**config.mk**
```make
export PLATFORM = sky130hd
export DESIGN_NAME = mux_rr_n
export DESIGN_NICKNAME = d
export VERILOG_FILES = /design/src/rtl/mux_pkg.sv /design/src/rtl/rr_pick.sv /design/src/rtl/mux_rr_n.sv
export SDC_FILE = /design/constraint.sdc
export NUM_CORES = 1
export LEC_CHECK = 0
export ABC_AREA = 1
export BUFFER_PORTS_ARGS = -buffer_cell sky130_fd_sc_hd__buf_2
export CORE_ASPECT_RATIO = 0.8
export CORE_MARGIN = 3
export CORE_UTILIZATION = 44
export DETAILED_ROUTE_END_ITERATION = 10
export GPL_TIMING_DRIVEN = 0
export PLACE_DENSITY = 0.77
export SLEW_MARGIN = 20
export SYNTH_ARGS = -nofsm -noshare
export SYNTH_HDL_FRONTEND = slang
export SYNTH_SLANG_ARGS = --single-unit
```
**constraint.sdc**
```tcl
create_clock -name clk -period 2.03 [get_ports clk]
set_input_delay 0.1015 -clock clk [delete_from_list [all_inputs] [get_ports clk]]
set_output_delay 0.1015 -clock clk [all_outputs]
set_load 0.1 [all_outputs]
```
**src/rtl/mux_pkg.sv**
```systemverilog
// Shared constants for the round-robin / static channel multiplexer.
package mux_pkg;
   localparam int N_CH_DEF  = 4;
   localparam int WIDTH_DEF = 8;

   // rr_mode encoding
   localparam logic MODE_STATIC = 1'b0;
   localparam logic MODE_RR     = 1'b1;
endpackage

```
**src/rtl/rr_pick.sv**
```systemverilog
// Wrap-around priority search: first requester after ptr wins, ptr itself last.
module rr_pick #(
   parameter int N_CH = 4,
   localparam int CH_W = $clog2(N_CH)
) (
   input  logic [N_CH-1:0] req,
   input  logic [CH_W-1:0] ptr,
   output logic            gnt_vld,
   output logic [CH_W-1:0] gnt_idx
);

   logic [CH_W-1:0] w_idx;

   // Scan from farthest to nearest so the nearest hit is the one that sticks.
   always_comb begin
      gnt_vld = 1'b0;
      gnt_idx = '0;
      w_idx   = '0;
      for (int k = N_CH; k >= 1; k--) begin
         w_idx = CH_W'((int'(ptr) + k) % N_CH);
         if (req[w_idx]) begin
            gnt_vld = 1'b1;
            gnt_idx = w_idx;
         end
      end
   end

endmodule

```
**src/rtl/mux_rr_n.sv**
```systemverilog
// N-channel registered mux with valid/ready handshakes, static or round-robin select.
module mux_rr_n
   import mux_pkg::*;
#(
   parameter int N_CH  = N_CH_DEF,
   parameter int WIDTH = WIDTH_DEF,
   localparam int CH_W = $clog2(N_CH)
) (
   input  logic                  clk,
   input  logic                  rst_n,
   input  logic [N_CH*WIDTH-1:0] in_data,
   input  logic [N_CH-1:0]       in_valid,
   output logic [N_CH-1:0]       in_ready,
   input  logic                  rr_mode,
   input  logic [CH_W-1:0]       sel,
   output logic [WIDTH-1:0]      out_data,
   output logic [CH_W-1:0]       out_ch,
   output logic                  out_valid,
   input  logic                  out_ready
);

   logic [N_CH-1:0][WIDTH-1:0] w_data;
   logic                       w_load;
   logic                       w_rr_vld;
   logic [CH_W-1:0]            w_rr_idx;
   logic                       w_st_vld;
   logic                       w_gnt_vld;
   logic [CH_W-1:0]            w_gnt_idx;
   logic                       w_xfer;
   logic [WIDTH-1:0]           w_sel_data;

   logic [WIDTH-1:0]           r_out_data;
   logic [CH_W-1:0]            r_out_ch;
   logic                       r_out_valid;
   logic [CH_W-1:0]            r_ptr;

   assign w_data = in_data;
   assign w_load = !r_out_valid || out_ready;

   rr_pick #(.N_CH(N_CH)) u_pick (
      .req     (in_valid),
      .ptr     (r_ptr),
      .gnt_vld (w_rr_vld),
      .gnt_idx (w_rr_idx)
   );

   // Static candidate: compare sel against each real channel so sel >= N_CH never hits.
   always_comb begin
      w_st_vld = 1'b0;
      for (int i = 0; i < N_CH; i++)
         if (sel == CH_W'(i) && in_valid[i]) w_st_vld = 1'b1;
   end

   // Mode mux picks the candidate channel for this cycle.
   always_comb begin
      w_gnt_vld = w_st_vld;
      w_gnt_idx = sel;
      case (rr_mode)
         MODE_RR: begin
            w_gnt_vld = w_rr_vld;
            w_gnt_idx = w_rr_idx;
         end
         MODE_STATIC: begin
            w_gnt_vld = w_st_vld;
            w_gnt_idx = sel;
         end
         default: ;
      endcase
   end

   // One-hot ready; forced low while reset is held so nothing appears to transfer.
   always_comb begin
      in_ready   = '0;
      w_sel_data = '0;
      for (int i = 0; i < N_CH; i++) begin
         if (w_gnt_idx == CH_W'(i)) begin
            in_ready[i] = rst_n && w_load && w_gnt_vld;
            w_sel_data  = w_data[i];
         end
      end
   end

   assign w_xfer = rst_n && w_load && w_gnt_vld;

   // Output word, source channel and round-robin pointer.
   always_ff @(posedge clk or negedge rst_n) begin
      if (!rst_n) begin
         r_out_data  <= '0;
         r_out_ch    <= '0;
         r_out_valid <= 1'b0;
         r_ptr       <= CH_W'(N_CH - 1);
      end else if (w_xfer) begin
         r_out_data  <= w_sel_data;
         r_out_ch    <= w_gnt_idx;
         r_out_valid <= 1'b1;
         r_ptr       <= w_gnt_idx;
      end else if (w_load) begin
         r_out_valid <= 1'b0;
      end
   end

   assign out_data  = r_out_data;
   assign out_ch    = r_out_ch;
   assign out_valid = r_out_valid;

endmodule

```
# Yosys cells after proc, flatten, opt, wreduce, memory -nomap -nowiden
# Index checks and enable logic that the tools add are counted.
# classes
n_reduce_logical	11
mul	0
shifts	0
order_cmp	4
n_addsub	4
div	0
n_mux	32
n_eq_ne	6
bitwise_logic	1
# ops
cell	n
$mux W8	4
$mux W1	18
$lt A2 B3 Y1 const B	4
$bmux W1 S2	4
$eq A2 B2 Y1 const B	4
$mux W2	4
$logic_and A1 B1 Y1	6
$add A2 B1 Y2 const B	2
$add A2 B2 Y2 const B	2
$eq A2 B1 Y1 const B	2
$logic_not A2 Y1	2
$pmux W2 S2	1
$pmux W1 S2	1
$reduce_bool A2 Y1	1
$logic_not A1 Y1	1
$logic_or A1 B1 Y1	1
$not A1 Y1	1
# totals
latchBits	0
mem_count	0
out_inout_bits	15
rom_bits	0
word_cells	62
inputBits	42
mem_bits_rw	0
reg_bits	13

# Longest topological paths before layout
# logic_depth
word_depth	13
depth_mapped	16
mapped_depth_nobuf	16

# By module
# A second synthesis with hierarchy kept.
# unflattened
hier_cells	192
area_unflattened_um2	1181.1
# by_module_without_submodules
mod	area_each_um2	n_inst	cells_per_inst	seq_area_each_um2
mux_rr_n	934.6	1	141	327.8
rr_pick	246.5	1	51	0.0

# Least setup slack after synthesis
# Ideal clock, no wire load.
# synth_path
path_kind	reg2out
from	reg r_ptr[0]
to	out in_ready[0]
required_time_ns	1.929
n_path_buf	1
slack_ns	-1.548
arrival_ns	3.477
path_stages_with_launch	12
cell_sequence	dfstp_2 buf_6 nand2_1 nand2_2 nand2_1 nand2_1 nand2_1 nand3_1 nand3_4 nand2_4 inv_1 nor3_1
# synth_via
elab_chain_len	10
word_cells_on_any_way	25
cone_classes	4 x add/sub; 19 x mux; 2 x reduce/logical
# synth_lines
element	line	rtl
start: declaration	mux_rr_n.sv:35	logic [CH_W-1:0] r_ptr;
start signal: assignment	mux_rr_n.sv:91	r_ptr <= CH_W'(N_CH - 1);
start signal: assignment	mux_rr_n.sv:96	r_ptr <= w_gnt_idx;
$add A2 B1 Y2	rr_pick.sv:20	w_idx = CH_W'((int'(ptr) + k) % N_CH);
$bmux W1 S2	rr_pick.sv:21	if (req[w_idx]) begin
$mux W1 (not written as such)	rr_pick.sv:21	
$mux W2 or $mux W1 (tied branches) (4 in a row)	rr_pick.sv:21	
$pmux W2 S2 or $pmux W1 S2 (tied branches)	mux_rr_n.sv:58	case (rr_mode)
$logic_not A2 Y1 or $logic_and A1 B1 Y1 (tied branches)	mux_rr_n.sv:76, mux_rr_n.sv:77	
$mux W1 (*)	mux_rr_n.sv:76	if (w_gnt_idx == CH_W'(i)) begin
end: declaration	mux_rr_n.sv:13	output logic [N_CH-1:0] in_ready,
# Every way passes the cells marked *; elsewhere a longest branch is shown, timed or not. The select of a mux whose other input is x is not followed.

# Final worst setup path
# layout_path
from	reg r_ptr[0]
to	out in_ready[2]
# layout_via
elab_chain_len	10
word_cells_on_any_way	25
cone_classes	4 x add/sub; 1 x eq/ne; 19 x mux; 1 x reduce/logical
# layout_lines
element	line
$add A2 B1 Y2	rr_pick.sv:20
$bmux W1 S2	rr_pick.sv:21
$mux W1 (not written as such)	rr_pick.sv:21
$mux W2 or $mux W1 (tied branches) (4 in a row)	rr_pick.sv:21
$pmux W2 S2 or $pmux W1 S2 (tied branches)	mux_rr_n.sv:58
$eq A2 B2 Y1 or $logic_and A1 B1 Y1 (tied branches)	mux_rr_n.sv:76, mux_rr_n.sv:77
$mux W1 (*)	mux_rr_n.sv:76
# Marks and branches as above.

==> impl_metrics.tcl <==
set metrics [dict create \
    status "finished with violations" \
    violations "negative setup slack" \
    place_hpwl_um 2528 \
    cp_max_fo 5 \
    p_total_w 0.003427 \
    worst_setup_path_start_kind "flop" \
    io-pin-count 57 \
    htreeDepth 1 \
    drt-met1-wl_um 1764 \
    reg2reg_depth 16 \
    routedWlPerCell_um 12.90 \
    yosysWarnings 0 \
    setup_viol 12 \
    worst_pin_slew_ns 0.5455 \
    vias 1554 \
    drc_errors 0 \
    cp_top_family "simple AND/OR/NAND/NOR gates" \
    diodes 0 \
    synth_area_sq_um 1180 \
    rows 16 \
    rsz0062_at_grt "true" \
    cp-endpoint "in_ready[2]" \
    cp.depth 13 \
    clk_latency_ns 0.27 \
    finalCritPeriodShare_pct 119.9 \
    path_cells "buf_6, nand2_1, nand3_1, nand2_1, inv_1, nand2_2, nand3_2, nand3_4, nand2_8, clkinvlp_4, buf_6, nor2_4, buf_12" \
    first_iter_violations 67 \
    max_stage_delay_ns 0.60 \
    antenna_left 0 \
    whs_path_depth 2 \
    p_leak_nw 1.110 \
    avgSynthCellArea_sq_um 6.082 \
    critPathSlowestCell "dfstp_2" \
    grt_start_max_net_pins 14 \
    coreArea_sq_um 2502 \
    clock_sinks 13 \
    skew_ns 0.002191 \
    die_height_um 52.32 \
    syn-num-nets 236 \
    portBuffers 56 \
    drv_slew 0 \
    yosys_register_bits 13 \
    drive_gt1_share_pct 43.59 \
    timing.hold.ws_ns 0.01429 \
    top_layer_used "met4" \
    grtUsageTotal_pct 21.64 \
    max_freq_ghz 0.4108 \
    critPathKind "reg2out" \
    cp.required_ns 1.93 \
    vdd_drop_max_v 0.0009301 \
    crit_start "r_ptr[0]" \
    final_nets 316 \
    initial_core_util_pct 47.15 \
    timing.final.ws_setup_ns -0.4042 \
    wl_um 3985 \
    grt_first_pass_wirelength_um 5637 \
    hold_viol 0 \
    grt_antenna_before_repair 0 \
    grt_pass1_vias 1279 \
    cts_inserted_buffers 3 \
    synth_cell_types 25 \
    r2r_slack_ns -0.31 \
    fin_util_pct 76.60 \
    die_w_um 63.90 \
    tritoncts "yes" \
    clock-root-buffer "clkbuf_4" \
    syn_to_final_growth_pct 62.46 \
    period_needed_ns 2.434 \
    seq_area_frac_synth_pct 27.78 \
    drt_first_pass_iters 4 \
    grt-ovfl-total 0 \
    postSynthCellCount 194 \
    place.gp.congestion 0.8915 \
    p_per_area_nw_per_um2 1788 \
    vias_per_cell 5.029 \
    reg2reg_from "r_ptr[0]" \
    r2r-end "out_data[1]" \
    arrival_ns 2.33 \
    dr_wl_met3_um 362 \
    cts_buffer_depth 2 \
    max_cap_violations 0 \
    path_clk_slew_ns 0.07 \
    die_area_sq_um 3343 \
    crit_path_end_kind "output pin" \
    holdCritPathClass "in2reg" \
    critPathBufInv 5 \
    relSlewSlack_pct 63.51 \
    wl_met2_um 1770 \
]
[where the power goes]
part	internal [W]	total [W]	switching, W
Combinational	0.000891	0.00280	0.00191
Sequential	0.000393	0.000474	0.0000816
Clock	0.0000762	0.000154	0.0000778
[worst min path at each step]
stage | startpoint | end | slack [ns]
finish | out_ready | out_valid | 0.01
global route | out_ready | out_valid | 0.04
CTS | out_ready | out_valid | 0.009
detailed placement | rst_n | out_valid | -0.001
global placement | rst_n | out_valid | -0.001
floorplan | rst_n | out_ch[0] | -0.19
[layout by cell type, fill, tap and decap left out, types with 2 or more instances in the layout]
cell type	netlist	final
o21bai_1	4	4
buf_12	0	4
inv_1	33	32
dfrtp_1	11	11
clkbuf_4	0	3
nor2_4	0	4
nand3_2	0	2
dfstp_2	2	2
nand4_1	9	9
buf_2	1	52
nand3_1	20	18
nand2_1	75	57
nand2_4	1	4
buf_6	4	5
nor2_1	7	4
buf_8	0	2
nand2_2	2	16
o21ai_0	8	8
buf_4	0	15
a21oi_1	6	5
[routing by layer]
metal	vias up	track usage, %
met5	-	0
met4	0	11.11
met3	8	2.361
met2	74	31.90
met1	696	31.05
li1	776	-
[Yosys cell counts]
| cell | instances | share of area (%) |
|---|---|---|
| a21oi_4 | 1 | 1.4 |
| o2111ai_1 | 1 | 0.74 |
| nand2_1 | 75 | 24 |
| o21ai_2 | 1 | 0.74 |
| o211ai_1 | 1 | 0.64 |
| buf_2 | 1 | 0.42 |
| dfstp_2 | 2 | 4.5 |
| o21ai_1 | 1 | 0.42 |
| nand4_1 | 9 | 4.8 |
| o21ai_0 | 8 | 3.4 |
| inv_1 | 33 | 10 |
| a21oi_1 | 6 | 2.5 |
| o21bai_1 | 4 | 2.5 |
| nand3_1 | 20 | 8.5 |
| nor3_1 | 1 | 0.42 |
| clkbuf_1 | 1 | 0.32 |
| nand2_4 | 1 | 0.95 |
| nor2_1 | 7 | 2.2 |
| nand3_4 | 1 | 1.5 |
| o21a_1 | 1 | 0.64 |
| nand2_2 | 2 | 1.1 |
| inv_2 | 1 | 0.32 |
| buf_6 | 4 | 3.8 |
| dfrtp_1 | 11 | 23 |
| nor2_2 | 1 | 0.53 |
[worst reg2reg max path, cell delays in order (launching register included)]
cell and delay [ns]:
dfstp_2 0.60, buf_6 0.13, nand2_1 0.07, nand3_1 0.15, nand2_1 0.08, inv_1 0.08, nand2_2 0.09, nand2_2 0.07
nand2_2 0.06, nand3_4 0.11, nand2_8 0.06, buf_4 0.16, buf_8 0.13, nand3_1 0.06, nand2_1 0.08, o21bai_1 0.22
nand2_1 0.08
[registers in the layout (all words and copies together), names as in the netlist]
name / cells
out_ch: 2
out_valid: 1
out_data: 8
r_ptr: 2
[metrics by stage]
step	area, sq um	setup TNS, ns	worst slack, ns	instances
global route	1917	-4.938	-0.4813	309
detailed placement	1539	-2.526	-0.5667	286
floorplan	1214	-1.085	-0.3071	194
global placement	1539	-2.511	-0.5732	286
CTS	1785	-1.787	-0.2896	304
finish	1917	-3.759	-0.4042	309
[layout make-up]
cell class              instances  area [sq um]
well taps                      36         45.04
flip-flops and latches         13         327.8
repair buffers                 75         518.0
plain buffers                   6         61.31
fillers                       195         585.6
multi-input cells             141         804.5
clock buffers                   4         26.28
inverters                      34         133.9
[cell families after synthesis]
logic type,share of synthesized area (%)
buffers and inverters,15.38
DFF,27.78
AOI/OAI and AO/OA,13.04
and+or+nand+nor,43.80
[repair_timing]
action / 4_1_cts / 5_1_grt
setup endpoints to repair: 14 / 16
gates resized for setup: 32 / 23
pin swaps: 12 / 11
cloned: 2 / 1
hold endpoints to repair: 13 / 0
setup buffers: 12 / 4
hold buffers: 1 / 0
Power figures use the tool's default switching activity.
